$ cat config.mk
export PLATFORM = sky130hd
export DESIGN_NAME = dft_frame_sched
export DESIGN_NICKNAME = d
export VERILOG_FILES = /design/src/rtl/dft_sched_pkg.sv /design/src/rtl/dft_tag_fifo.sv /design/src/rtl/dft_frame_sched.sv
export SDC_FILE = /design/constraint.sdc
export NUM_CORES = 1
export LEC_CHECK = 0
export CORE_MARGIN = 3
export CORE_UTILIZATION = 45
export CTS_BUF_LIST = sky130_fd_sc_hd__clkbuf_2 sky130_fd_sc_hd__clkbuf_4 sky130_fd_sc_hd__clkbuf_8
export DETAILED_ROUTE_END_ITERATION = 6
export PLACE_DENSITY = 0.84
export SLEW_MARGIN = 40
export SYNTH_ARGS = -nofsm -noshare
export SYNTH_HDL_FRONTEND = slang
export SYNTH_SLANG_ARGS = --single-unit
$ cat constraint.sdc
create_clock -name clk -period 7.9 [get_ports clk]
set_input_delay 1.58 -clock clk [delete_from_list [all_inputs] [get_ports clk]]
set_output_delay 1.58 -clock clk [all_outputs]
set_load 0.03 [all_outputs]
$ cat src/rtl/dft_sched_pkg.sv
// Shared types and constants for the DFT frame scheduler.
package dft_sched_pkg;

    // Scheduler FSM states
    typedef enum logic [1:0] {
        IDLE   = 2'd0,
        ARB    = 2'd1,
        STREAM = 2'd2,
        GAP    = 2'd3
    } sched_state_t;

    // Legal DFT sizes accepted by the mixed-radix core
    localparam int MIN_PTS = 12;
    localparam int MAX_PTS = 1200;

    // Width of a requester ID; never narrower than one bit
    function automatic int id_width(input int n);
        return (n > 1) ? $clog2(n) : 1;
    endfunction

endpackage

$ cat src/rtl/dft_tag_fifo.sv
// Synchronous FIFO of requester IDs: one entry per frame in flight inside the DFT.
module dft_tag_fifo #(
    parameter int DEPTH = 4,
    parameter int W     = 2
) (
    input  logic                   clk,
    input  logic                   rst_n,
    input  logic                   push,
    input  logic [W-1:0]           push_data,
    input  logic                   pop,
    output logic [W-1:0]           head,
    output logic                   full,
    output logic                   empty,
    output logic [$clog2(DEPTH):0] count
);

    localparam int PTR_W = (DEPTH > 1) ? $clog2(DEPTH) : 1;
    localparam int CNT_W = $clog2(DEPTH) + 1;

    logic [W-1:0]     mem [DEPTH];
    logic [PTR_W-1:0] wr_ptr;
    logic [PTR_W-1:0] rd_ptr;
    logic             do_push;
    logic             do_pop;

    assign do_push = push && !full;
    assign do_pop  = pop && !empty;
    assign full    = (count == CNT_W'(DEPTH));
    assign empty   = (count == '0);
    assign head    = mem[rd_ptr];

    // Storage, pointers and occupancy; push and pop may both happen in one cycle
    always_ff @(posedge clk) begin
        if (!rst_n) begin
            wr_ptr <= '0;
            rd_ptr <= '0;
            count  <= '0;
            // NOTE: the tag memory is reset because its head drives out_id, which must read 0 out of reset.
            for (int i = 0; i < DEPTH; i++) begin
                mem[i] <= '0;
            end
        end else begin
            if (do_push) begin
                mem[wr_ptr] <= push_data;
                wr_ptr      <= (wr_ptr == PTR_W'(DEPTH - 1)) ? '0 : wr_ptr + PTR_W'(1);
            end
            if (do_pop) begin
                rd_ptr <= (rd_ptr == PTR_W'(DEPTH - 1)) ? '0 : rd_ptr + PTR_W'(1);
            end
            case ({do_push, do_pop})
                2'b10:   count <= count + CNT_W'(1);
                2'b01:   count <= count - CNT_W'(1);
                default: count <= count;
            endcase
        end
    end

endmodule

$ cat src/rtl/dft_frame_sched.sv
// Round-robin job scheduler and frame sequencer in front of the mixed-radix DFT.
// Optional statistics counters are built when DFT_FRAME_SCHED_STATS_EN is defined.
module dft_frame_sched
    import dft_sched_pkg::*;
#(
    parameter int NREQ    = 4,
    parameter int DATA_W  = 18,
    parameter int PTS_W   = 12,
    parameter int MAX_OUT = 4,
    parameter int GAP_CYC = 8
) (
    input  logic                          clk,
    input  logic                          rst_n,
    input  logic [NREQ-1:0]               req_valid,
    input  logic [NREQ*PTS_W-1:0]         req_pts,
    input  logic [NREQ-1:0]               req_inverse,
    output logic [NREQ-1:0]               req_grant,
    output logic [NREQ-1:0]               smp_rd,
    input  logic [NREQ*DATA_W-1:0]        smp_real,
    input  logic [NREQ*DATA_W-1:0]        smp_imag,
    output logic                          sink_valid,
    output logic                          sink_sop,
    output logic                          sink_eop,
    output logic [DATA_W-1:0]             sink_real,
    output logic [DATA_W-1:0]             sink_imag,
    output logic [PTS_W-1:0]              dftpts_in,
    output logic                          inverse,
    input  logic                          sink_ready,
    input  logic                          source_valid,
    input  logic                          source_sop,
    input  logic                          source_eop,
    output logic [id_width(NREQ)-1:0]     out_id,
    output logic                          err_size,
    output logic                          err_orphan
`ifdef DFT_FRAME_SCHED_STATS_EN
    ,
    output logic [NREQ*32-1:0]            stat_frames,
    output logic [31:0]                   stat_stall
`endif
);

    localparam int ID_W  = id_width(NREQ);
    localparam int GAP_W = $clog2(GAP_CYC + 1);

    sched_state_t     state;
    logic [ID_W-1:0]  rr_ptr;
    logic [ID_W-1:0]  job_id;
    logic [PTS_W-1:0] job_pts;
    logic             job_inv;
    logic [PTS_W-1:0] smp_cnt;
    logic [GAP_W-1:0] gap_cnt;

    logic             pick_valid;
    logic [ID_W-1:0]  pick_id;
    logic [ID_W-1:0]  rr_idx;
    logic [NREQ-1:0]  pick_onehot;
    logic [PTS_W-1:0] pick_pts;
    logic             pick_inv;
    logic [DATA_W-1:0] cur_real;
    logic [DATA_W-1:0] cur_imag;

    logic             size_ok;
    logic             tag_push;
    logic             tag_pop;
    logic             tag_full;
    logic             tag_empty;
    logic [ID_W-1:0]  tag_head;
    logic [$clog2(MAX_OUT):0] unused_tag_count;
    logic             unused_sop;

    assign size_ok    = (job_pts >= PTS_W'(MIN_PTS)) && (job_pts <= PTS_W'(MAX_PTS));
    assign tag_push   = (state == ARB) && size_ok;
    assign tag_pop    = source_valid && source_eop;
    assign out_id     = tag_head;
    assign unused_sop = source_sop;

    // Round-robin pick starting after the last granted index, plus per-requester muxes
    always_comb begin
        // NOTE: every combinational output gets a default first so no path can infer a latch.
        pick_valid  = 1'b0;
        pick_id     = '0;
        rr_idx      = '0;
        pick_onehot = '0;
        pick_pts    = '0;
        pick_inv    = 1'b0;
        cur_real    = '0;
        cur_imag    = '0;
        for (int k = 1; k <= NREQ; k++) begin
            rr_idx = ID_W'((int'(rr_ptr) + k) % NREQ);
            if (!pick_valid && req_valid[rr_idx]) begin
                pick_valid = 1'b1;
                pick_id    = rr_idx;
            end
        end
        for (int i = 0; i < NREQ; i++) begin
            pick_onehot[i] = (pick_id == ID_W'(i));
            if (pick_id == ID_W'(i)) begin
                pick_pts = req_pts[i*PTS_W +: PTS_W];
                pick_inv = req_inverse[i];
            end
            if (job_id == ID_W'(i)) begin
                cur_real = smp_real[i*DATA_W +: DATA_W];
                cur_imag = smp_imag[i*DATA_W +: DATA_W];
            end
        end
    end

    // Pop the show-ahead sample of the active requester whenever the DFT can take it
    always_comb begin
        smp_rd = '0;
        for (int i = 0; i < NREQ; i++) begin
            smp_rd[i] = (state == STREAM) && sink_ready && (job_id == ID_W'(i));
        end
    end

    // Scheduler FSM with registered grant, framing and sample outputs
    always_ff @(posedge clk) begin
        if (!rst_n) begin
            state      <= IDLE;
            rr_ptr     <= ID_W'(NREQ - 1);
            job_id     <= '0;
            job_pts    <= '0;
            job_inv    <= 1'b0;
            smp_cnt    <= '0;
            gap_cnt    <= '0;
            req_grant  <= '0;
            err_size   <= 1'b0;
            sink_valid <= 1'b0;
            sink_sop   <= 1'b0;
            sink_eop   <= 1'b0;
            sink_real  <= '0;
            sink_imag  <= '0;
            dftpts_in  <= '0;
            inverse    <= 1'b0;
        end else begin
            // NOTE: state registers use non-blocking assignments so every register samples pre-edge values.
            req_grant  <= '0;
            err_size   <= 1'b0;
            sink_valid <= 1'b0;
            sink_sop   <= 1'b0;
            sink_eop   <= 1'b0;
            case (state)
                IDLE: begin
                    if (pick_valid && !tag_full) begin
                        state     <= ARB;
                        req_grant <= pick_onehot;
                        job_id    <= pick_id;
                        job_pts   <= pick_pts;
                        job_inv   <= pick_inv;
                        rr_ptr    <= pick_id;
                    end
                end
                ARB: begin
                    if (size_ok) begin
                        state     <= STREAM;
                        dftpts_in <= job_pts;
                        inverse   <= job_inv;
                        smp_cnt   <= '0;
                    end else begin
                        err_size <= 1'b1;
                        state    <= IDLE;
                    end
                end
                STREAM: begin
                    if (sink_ready) begin
                        sink_valid <= 1'b1;
                        sink_real  <= cur_real;
                        sink_imag  <= cur_imag;
                        sink_sop   <= (smp_cnt == '0);
                        sink_eop   <= (smp_cnt == job_pts - PTS_W'(1));
                        if (smp_cnt == job_pts - PTS_W'(1)) begin
                            state   <= GAP;
                            gap_cnt <= '0;
                        end else begin
                            smp_cnt <= smp_cnt + PTS_W'(1);
                        end
                    end
                end
                GAP: begin
                    if (gap_cnt == GAP_W'(GAP_CYC - 1)) begin
                        state <= IDLE;
                    end else begin
                        gap_cnt <= gap_cnt + GAP_W'(1);
                    end
                end
                default: state <= IDLE;
            endcase
        end
    end

    // Sticky flag: DFT produced output while no frame tag was outstanding
    always_ff @(posedge clk) begin
        if (!rst_n) begin
            err_orphan <= 1'b0;
        end else if (source_valid && tag_empty) begin
            err_orphan <= 1'b1;
        end
    end

    dft_tag_fifo #(
        .DEPTH (MAX_OUT),
        .W     (ID_W)
    ) u_tag_fifo (
        .clk       (clk),
        .rst_n     (rst_n),
        .push      (tag_push),
        .push_data (job_id),
        .pop       (tag_pop),
        .head      (tag_head),
        .full      (tag_full),
        .empty     (tag_empty),
        .count     (unused_tag_count)
    );

`ifdef DFT_FRAME_SCHED_STATS_EN
    // Saturating accepted-frame counters per requester and a stream stall counter
    always_ff @(posedge clk) begin
        if (!rst_n) begin
            stat_frames <= '0;
            stat_stall  <= '0;
        end else begin
            for (int i = 0; i < NREQ; i++) begin
                if (tag_push && (job_id == ID_W'(i)) && (stat_frames[i*32 +: 32] != '1)) begin
                    stat_frames[i*32 +: 32] <= stat_frames[i*32 +: 32] + 32'd1;
                end
            end
            if ((state == STREAM) && !sink_ready && (stat_stall != '1)) begin
                stat_stall <= stat_stall + 32'd1;
            end
        end
    end
`endif

endmodule

==> results_dict.tcl, run 1 <==
set metrics [dict create \
    crit_top_cell "clkdlybuf4s50_1" \
    netlist_instances 715 \
    hp-start "sink_imag[7]$_SDFFE_PN0P_" \
    setup_viol 0 \
    syn_avg_cell_area_sq_um 8.816 \
    rsz0062_at_grt "no" \
    r2r-end "u_tag_fifo.count[2]$_SDFFE_PN0P_" \
    required_ns 6.32 \
    seqPwrFrac_pct 32.2 \
    peakVddDrop_mv 0.1358 \
    core_sq_mm 0.01345 \
    portBuffers 268 \
    cts.hold.buffers_added 0 \
    p_sw_share_pct 41.39 \
    power.total_mw 2.414 \
    p_comb_share_pct 52.4 \
    clk_path_buf_depth 2 \
    tns_ns 0 \
    n_antenna_cell 0 \
    finalHoldViolations 0 \
    grt_pass1_vias 6235 \
    synth-edff-count 8 \
    fmax_mhz 188.8 \
    ys.warnings.count 0 \
    drc_errors 0 \
    ys_async_sr_fraction_pct 0 \
    cts_tree "built" \
    cp_max_fo 44 \
    cts_buffers 9 \
    final_cells 1126 \
    grt_pass1_wl_um 32230 \
    cts-resized-gates 0 \
    rows 42 \
    synth_cell_types 65 \
    final_area_sq_mm 0.009260 \
    syn-cell-area_sq_mm 0.006304 \
    clockPowerShare_pct 15.4 \
    slew_headroom_pct 54.15 \
    drt-initial-drc-count 407 \
    holdPathEnd "sink_imag[7]$_SDFFE_PN0P_" \
    numClockSinks 110 \
    worst_slew_pin_slew_ns 0.6704 \
    synth_seq_cells 110 \
    crit_type "input port to output pin" \
    drv_slew 0 \
    vias 6303 \
    nets 1159 \
    synth_flop_cell "dfxtp_1" \
    worst_hold_path.num_cells 2 \
    power_density_mw_per_mm2 260.7 \
    initial_core_util_pct 46.86 \
    grt_usage_pct 26.07 \
    slowest_delay_ns 0.68 \
    avgRoutedWirePerCell_um 18.26 \
    p_switching_mw 0.9993 \
    h-tree-depth 3 \
    critPathSlowestCell "clkdlybuf4s50_1" \
    cp_num_buf_inv 3 \
    r2r_cells 15 \
    cap_violations 0 \
    yosysSeqAreaShare_pct 36.20 \
    fp.dieArea_sq_mm 0.01546 \
    final_layout_size_suffix_gt1_share_pct 9.789 \
    regToRegSetupSlack_ns 4.09 \
    yosys-top-cells-area "dfxtp_1 (32%), mux4_2 (9.3%), nand2_1 (7.1%), a21oi_1 (6.2%), mux2_2 (4.5%)" \
    drtPass1Iterations 5 \
    critical_path.startpoint_type "input port" \
    dp.cells 1110 \
    leakage_nw 3.335 \
    cts_setup_buffers 0 \
    antenna_found_initial 0 \
    syn_nets 929 \
    clkTransAtPathRegs_ns 0.10 \
    clockRootBuffer "clkbuf_8" \
    vias_per_cell 5.598 \
    clk_latency_ns 0.40 \
    ant_nets 0 \
    post-route-util_pct 68.83 \
    period_needed_ns 5.296 \
    r2r-start "job_pts[0]$_SDFFE_PN0P_" \
    fp.dieH_um 124.4 \
    p_int_mw 1.415 \
    critPathCaptureType "output pin" \
    grt_max_degree 45 \
    yosysTopAreaCell "dfxtp_1" \
    gp_congestion 0.9558 \
    dp_hpwl_um 15970 \
    die_w_um 124.4 \
    placed_cell_area_sq_mm 0.009042 \
    overflow 0 \
    area_growth_pct 46.90 \
    min_path_type "flip-flop to flip-flop" \
    crit_family "buffers and inverters" \
    status "completed" \
    synth_top_area_share_pct 32.39 \
    crit_chain "clkdlybuf4s50_1 -> and2_1 -> buf_4 -> nand2_1 -> nor2_1 -> clkdlybuf4s50_1" \
    ios 270 \
    drt-total-wl_um 20560 \
    finClkSkew_ns 0.01344 \
    worstPathArrival_ns 3.72 \
    finalCritPeriodShare_pct 67.04 \
]
power by group through the flow:
stage	logic [mW]	clock network (mW)	registers (mW)
5_1_grt	1.38	0.404	0.794
4_1_cts	1.26	0.382	0.774
2_1_floorplan	0.886	0	0.805
3_5_place_dp	1.26	0	0.787
6_report	1.26	0.373	0.777
3_3_place_gp	1.24	0	0.784
final cells by class:
| cell class | instances | area, sq um |
|---|---|---|
| well taps | 176 | 220.2 |
| clock buffers | 9 | 123.9 |
| clock inverters | 7 | 87.58 |
| fillers | 1121 | 4193 |
| repair buffers | 277 | 2750 |
| multi-input cells | 532 | 3737 |
| flip-flops and latches | 110 | 2285 |
| inverters | 15 | 56.30 |
layout by cell type (no fill, tap or decap), drive strengths merged, types with 9 or more instances in the layout:
cell type and n:
clkdlybuf4s50 268, o21ai 23, nand2 120, a21oi 78, clkbuf 9, nor2 43, o211ai 15, mux4 26
or3 9, inv 16, o221ai 12, nor4 10, mux2 27, nand3 16, buf 9, mux2i 25
dfxtp 102, and3 10, nor3 12
per-stage QoR:
stage	hold slack [ns]	setup slack, ns
after floorplan	0.4357	3.524
after global placement	0.4378	2.634
after detailed placement	0.4421	2.611
after CTS	0.4562	2.607
after global routing	0.4805	2.517
final	0.4556	2.604
cell usage after synthesis (4+ instances only):
cell and instances:
nor3_1 11, ha_1 7, and3_1 10, edfxtp_1 8, xnor2_1 7, nand2b_1 5, xor2_1 8, nand3b_1 7
nand4_1 5, nor2_1 43, inv_1 12, nor3b_1 4, o2111ai_1 6, o211ai_1 14, nand2_1 120, or4_1 4
mux2_2 25, a2111o_1 4, clkbuf_1 45, o21ai_0 18, dfxtp_1 102, o21ai_1 5, nand3_1 16, nor4_1 9
nor2b_1 8, buf_1 7, or3_1 9, mux2i_1 25, a31oi_1 7, mux4_2 26, o221ai_1 12, a21oi_1 78
tightest hold or removal path: stages (launching register included):
cell and delay (ns):
dfxtp_1 0.32, nand2_1 0.05, a21oi_1 0.05
worst max-delay path by stage:
stage	depth (start not counted)	from	endpoint	slack, ns
2_1_floorplan	4	sink_ready	smp_rd[2]	3.52
3_3_place_gp	6	sink_ready	smp_rd[1]	2.63
3_5_place_dp	6	sink_ready	smp_rd[1]	2.61
4_1_cts	6	sink_ready	smp_rd[1]	2.61
5_1_grt	6	sink_ready	smp_rd[1]	2.52
6_report	6	sink_ready	smp_rd[1]	2.60
flip-flops by register name, summed over array words and instances, names as in the netlist, 3 cells and up, named ones only:
name	cells
dftpts_in	12
sink_real	18
u_tag_fifo.mem	8
gap_cnt	4
req_grant	4
sink_imag	18
smp_cnt	12
job_pts	12
u_tag_fifo.count	3
logic make-up after synthesis:
group                      count (synthesis)  synth area share [%]
xor gates and xnor gates                  15                 2.084
AOI/OAI and AO/OA                        163                 16.63
DFF                                      110                 36.20
and+or+nand+nor                          268                 20.52
buffers and inverters                     73                 4.764
muxes                                     78                 18.08
adders and majority gates                  8                 1.707
metal layers:
metal  global-route usage, %  share of wire [%]  vias up
met4                   9.929                3.0        0
met3                   7.633                7.7       36
met5                       0                  0        -
li1                        -                  -     3066
met1                   30.27                 39     2981
met2                   45.29                 50      220
Note: power is estimated with default switching activity, not from simulation.
==> run 2, diff against run 1 <==
- CORE_UTILIZATION: 45 -> 40
- PLACE_DENSITY: 0.84 -> 0.79
- clock period: 7.9 -> 4.55 ns (I/O delays scaled with it)
==> run 2 against run 1 <==
Hold slack got worse by 0.0018 ns. Sequential share of layout area fell by 0.14 points. Routed wire length fell by 0.92%. Setup slack got worse by 1.7 ns. Critical path depth fell by 2. Design area rose by 0.68%. Non-clock buffer count rose by 2. Sequential power rose by 81%. Core utilization fell by 8.0 points. Clock-buffer cell count rose by 1. Flip-flop and latch count did not move. Cell count rose by 3.3%.
==> results_dict.tcl, run 2 (synthesis gave the netlist of run 1 again) <==
set metrics [dict create \
    mostFrequentLayoutCell "clkdlybuf4s50_1" \
    r2r-start "job_pts[0]$_SDFFE_PN0P_" \
    fmax_mhz 271.7 \
    fp.dieH_um 131.5 \
    hp-start "sink_real[17]$_SDFFE_PN0P_" \
    vias 6276 \
    clkTransAtPathRegs_ns 0.10 \
    grt_pass1_wl_um 31770 \
    crit_type "input port to output pin" \
    cts-resized-gates 0 \
    core_sq_mm 0.01531 \
    setup_viol 0 \
    tns_ns 0 \
    slew_headroom_pct 51.59 \
    cts_tree "built" \
    ant_nets 0 \
    worstPathArrival_ns 2.77 \
    finalCritPeriodShare_pct 80.90 \
    clk_path_buf_depth 2 \
    cp_max_fo 8 \
    power.total_mw 4.208 \
    cp-startpoint "sink_ready" \
    gp_congestion 0.8475 \
    cap_violations 0 \
    drt-initial-drc-count 250 \
    finalHoldViolations 0 \
    drv_slew 0 \
    min_path_type "flip-flop to flip-flop" \
    h-tree-depth 3 \
    initial_core_util_pct 41.16 \
    cts_setup_buffers 0 \
    grt_max_degree 44 \
    grt_pass1_vias 6149 \
    clockRootBuffer "clkbuf_8" \
    die_w_um 131.5 \
    nFillCells 1358 \
    cts_buffers 9 \
    critical_path.startpoint_type "input port" \
    rows 45 \
    fp.dieArea_sq_mm 0.01730 \
    required_ns 3.64 \
    avgRoutedWirePerCell_um 17.51 \
    antenna_found_initial 0 \
    finClkSkew_ns 0.01008 \
    peakVddDrop_mv 0.2564 \
    final_layout_size_suffix_gt1_share_pct 10.50 \
    post-place-ws_ns 0.9082 \
    biggestRegsByFlops "sink_imag: 18 flops, sink_real: 18 flops" \
    vias_per_cell 5.396 \
    setup_ws_ns 0.8692 \
    portBuffers 268 \
    grt_usage_pct 22.86 \
    numClockSinks 110 \
    n_antenna_cell 0 \
    ios 270 \
    post-route-util_pct 60.87 \
    worst_slew_pin_slew_ns 0.7078 \
    drt-total-wl_um 20370 \
    period_needed_ns 3.681 \
    nets 1161 \
    critPathCaptureType "output pin" \
    overflow 0 \
    final_cell_mix "clkdlybuf4s50_1 (266), nand2_1 (120), dfxtp_1 (100), a21oi_1 (77), nor2_1 (43)" \
    power_density_mw_per_mm2 451.3 \
    drc_errors 0 \
    leakage_nw 3.347 \
    cts.hold.buffers_added 0 \
    drtPass1Iterations 5 \
    clk_latency_ns 0.39 \
    area_growth_pct 47.90 \
    rsz0062_at_grt "no" \
    status "completed" \
    dp_hpwl_um 15950 \
]
-- run 2: cell types whose count changed in the layout (fill, tap and decap cells not counted), sizes merged --
cell,before,now
buf,9,13
clkdlybuf4s50,268,266
bufinv,2,1
clkbuf,9,10
clkinv,3,2
clkinvlp,1,2
-- run 2: cell type report --
class	count	area, sq um	area share [%]
multi-input combinational	532	3745	40.17
timing repair buffer	279	2768	29.69
sequential	110	2287	24.53
tap	211	264.0	2.832
clock buffer	10	131.4	1.409
clock inverter	6	71.32	0.7650
inverter	15	56.30	0.6039
-- run 2: worst max-delay path, stage by stage --
cell             delay (ns)
clkdlybuf4s50_1        0.69
nand2_1                0.21
nor3b_1                0.23
clkdlybuf4s50_1        0.73
-- run 2: final timing paths --
| kind | to | slack [ns] | cells after the start |
|---|---|---|---|
| worst max-delay path | smp_rd[2] | 0.87 | 4 |
| worst min-delay path | sink_real[17]$_SDFFE_PN0P_ | 0.45 | 2 |
| worst max register to register | u_tag_fifo.count[2]$_SDFFE_PN0P_ | 1.01 | 14 |
| worst min register to register | sink_real[17]$_SDFFE_PN0P_ | 0.45 | 2 |
-- run 2: routing by layer --
layer  GRT usage (%)  part of all wire, %  routed length, um  up-vias
met1           25.85                   39               8018     2974
li1                -                    -                  -     3071
met4           8.635                  3.2                643        0
met5               0                    0                  0        -
met3           6.662                  6.5               1315       34
met2           40.66                   51              10390      197
-- run 2: metrics by stage --
step	hold slack, ns	cell area (sq um)	std cells
CTS	0.4550	9314	1163
global route	0.4728	9323	1163
detailed placement	0.4400	9111	1147
global placement	0.4373	9096	1146
finish	0.4538	9323	1163
floorplan	0.4357	6304	715
-- run 2: power breakdown --
group          total (mW)  internal, mW  switching (mW)  leakage [nW]
Clock               0.613         0.265           0.349        0.0965
Combinational        2.18          1.02            1.16          2.34
Sequential           1.41          1.15           0.266         0.913
Total                4.21          2.43            1.78          3.35
==> run 3, diff against run 2 <==
- CORE_UTILIZATION: 40 -> 44
- PLACE_DENSITY: 0.79 -> 0.83
- clock period: 4.55 -> 3.45 ns (I/O delays scaled with it)
==> run 3 against run 2 <==
Register-to-register slack worse by 0.55 ns. Cell count is 1.8% lower. Sequential share of layout area is 0.16 points lower. Critical path type is now flip-flop to flip-flop. Largest cell class unchanged.
==> results_dict.tcl, run 3 (synthesis gave the netlist of run 1 again) <==
set metrics [dict create \
    drc_errors 0 \
    min_path_type "flip-flop to flip-flop" \
    grt_use_met3_pct 6.022 \
    period_needed_ns 2.987 \
    setup_ws_ns 0.4632 \
    clkTransAtPathRegs_ns 0.10 \
    crit_type "flip-flop to flip-flop" \
    critPathCaptureType "flip-flop" \
    grt_max_degree 31 \
    clockRootBuffer "clkbuf_8" \
    overflow 0 \
    post-place-ws_ns 0.5045 \
    ios 270 \
    cts_setup_buffers 0 \
    drv_slew 0 \
    r2r_cells 14 \
    finalHoldViolations 0 \
    fp.dieH_um 125.7 \
    p_switching_mw 2.326 \
    final_cell_mix "clkdlybuf4s50_1 (264), nand2_1 (120), dfxtp_1 (100), a21oi_1 (77), nor2_1 (43)" \
    avgRoutedWirePerCell_um 17.55 \
    drt-total-wl_um 20050 \
    biggestRegsByFlops "sink_imag: 18 flops, sink_real: 18 flops" \
    clk_latency_ns 0.39 \
    critPathSlowestCell "or3b_1" \
    clk_path_buf_depth 2 \
    vias_per_cell 5.619 \
    crit_chain "inv_1 -> ha_1 -> or3b_1 -> a31o_1 -> a21oi_1 -> o211ai_1 -> nor2_1 -> inv_2 -> ha_1 -> inv_1 -> fa_1 -> xor2_1 -> or3_1 -> a21oi_1" \
    power.total_mw 5.705 \
    cts_buffers 9 \
    grt_usage_pct 24.85 \
    cts_tree "built" \
    slowest_delay_ns 0.40 \
    core_sq_mm 0.01393 \
    rows 43 \
    h-tree-depth 3 \
    ant_nets 0 \
    area_growth_pct 48.71 \
    nets 1171 \
    rsz0062_at_grt "no" \
    top_usage_layer "met2" \
    finClkSkew_ns 0.01006 \
    p_sw_share_pct 40.77 \
    slew_headroom_pct 52.33 \
    holdWs_ns 0.4533 \
    peakVddDrop_mv 0.3022 \
    p_comb_share_pct 51.4 \
    cap_violations 0 \
    use_met1_pct 29.92 \
    dp_hpwl_um 15760 \
    tns_ns 0 \
    grtUsageMet2_pct 44.08 \
    power_density_mw_per_mm2 608.5 \
    seqPwrFrac_pct 32.3 \
    grt_pass1_wl_um 31750 \
    leakage_nw 3.418 \
    antenna_found_initial 0 \
    nFillCells 1089 \
    p_int_mw 3.379 \
    initial_core_util_pct 45.24 \
    final_cells 1142 \
    required_ns 3.78 \
    drt-initial-drc-count 366 \
    n_antenna_cell 0 \
    worst_hold_path.num_cells 2 \
    setup_viol 0 \
    gp_congestion 0.8456 \
    finalCritPeriodShare_pct 86.57 \
    portBuffers 268 \
    die_w_um 125.7 \
    fp.dieArea_sq_mm 0.01580 \
    drtPass1Iterations 5 \
    grt_pass1_vias 6185 \
    cp_max_fo 9 \
    worstPathArrival_ns 3.31 \
    vias 6417 \
    worst_slew_pin_slew_ns 0.6970 \
    numClockSinks 110 \
    status "completed" \
    dp.cells 1126 \
    cts-resized-gates 0 \
    clockPowerShare_pct 16.3 \
    critical_path.startpoint_type "flip-flop" \
    cts.hold.buffers_added 0 \
    final_layout_size_suffix_gt1_share_pct 11.43 \
    mostFrequentLayoutCell "clkdlybuf4s50_1" \
    fmax_mhz 334.8 \
]
==> run 3: cell count changes in the layout (fill, tap and decap cells not counted), moves of 2 or more <==
cell,change
buf_4,+13
bufinv_16,+2
clkdlybuf4s50_1,-2
clkinv_4,-2
clkinvlp_4,-2
==> run 3: path summary, 6_finish.rpt <==
kind / from / to / slack [ns]
worst max-delay path: job_pts[0]$_SDFFE_PN0P_ / u_tag_fifo.count[2]$_SDFFE_PN0P_ / 0.46
worst min-delay path: sink_imag[14]$_SDFFE_PN0P_ / sink_imag[14]$_SDFFE_PN0P_ / 0.45
worst max register to register: job_pts[0]$_SDFFE_PN0P_ / u_tag_fifo.count[2]$_SDFFE_PN0P_ / 0.46
worst min register to register: sink_imag[14]$_SDFFE_PN0P_ / sink_imag[14]$_SDFFE_PN0P_ / 0.45
==> run 3: routing by layer <==
layer | wire length, um | share of wire, %
met1 | 7793 | 39
met3 | 1427 | 7.1
met2 | 10470 | 52
met4 | 358 | 1.8
met5 | 0 | 0
==> run 3: per-stage QoR <==
stage                     area [sq um]  utilization [%]
final                             9374            67.27
after CTS                         9374            67.27
after floorplan                   6304                -
after detailed placement          9135            65.56
after global routing              9374            67.27
after global placement            9135            65.56
==> run 3: worst max-delay path, delay by kind of cell (launching register included) <==
kind,cells,cell delay (ns)
and+or+nand+nor,3,0.88
adders and majority gates,3,0.70
AOI/OAI and AO/OA,4,0.69
DFF,1,0.32
buffers and inverters,3,0.25
xor gates and xnor gates,1,0.08
==> run 3: layout make-up <==
cell class / count / area, sq um / area share, %
Multi-Input combinational cell: 532 / 3739 / 39.88
Timing Repair Buffer: 289 / 2830 / 30.19
Sequential cell: 110 / 2285 / 24.37
Tap cell: 180 / 225.2 / 2.403
Clock buffer: 10 / 131.4 / 1.401
Clock inverter: 6 / 107.6 / 1.148
Inverter: 15 / 56.30 / 0.6006
==> run 3: power groups by stage <==
stage	Combinational (mW)	Sequential, mW	Clock [mW]
final	2.93	1.84	0.930
after global placement	2.88	1.86	0
after CTS	2.93	1.84	0.947
after global routing	3.20	1.89	0.994
after detailed placement	2.92	1.87	0
after floorplan	2.03	1.84	0
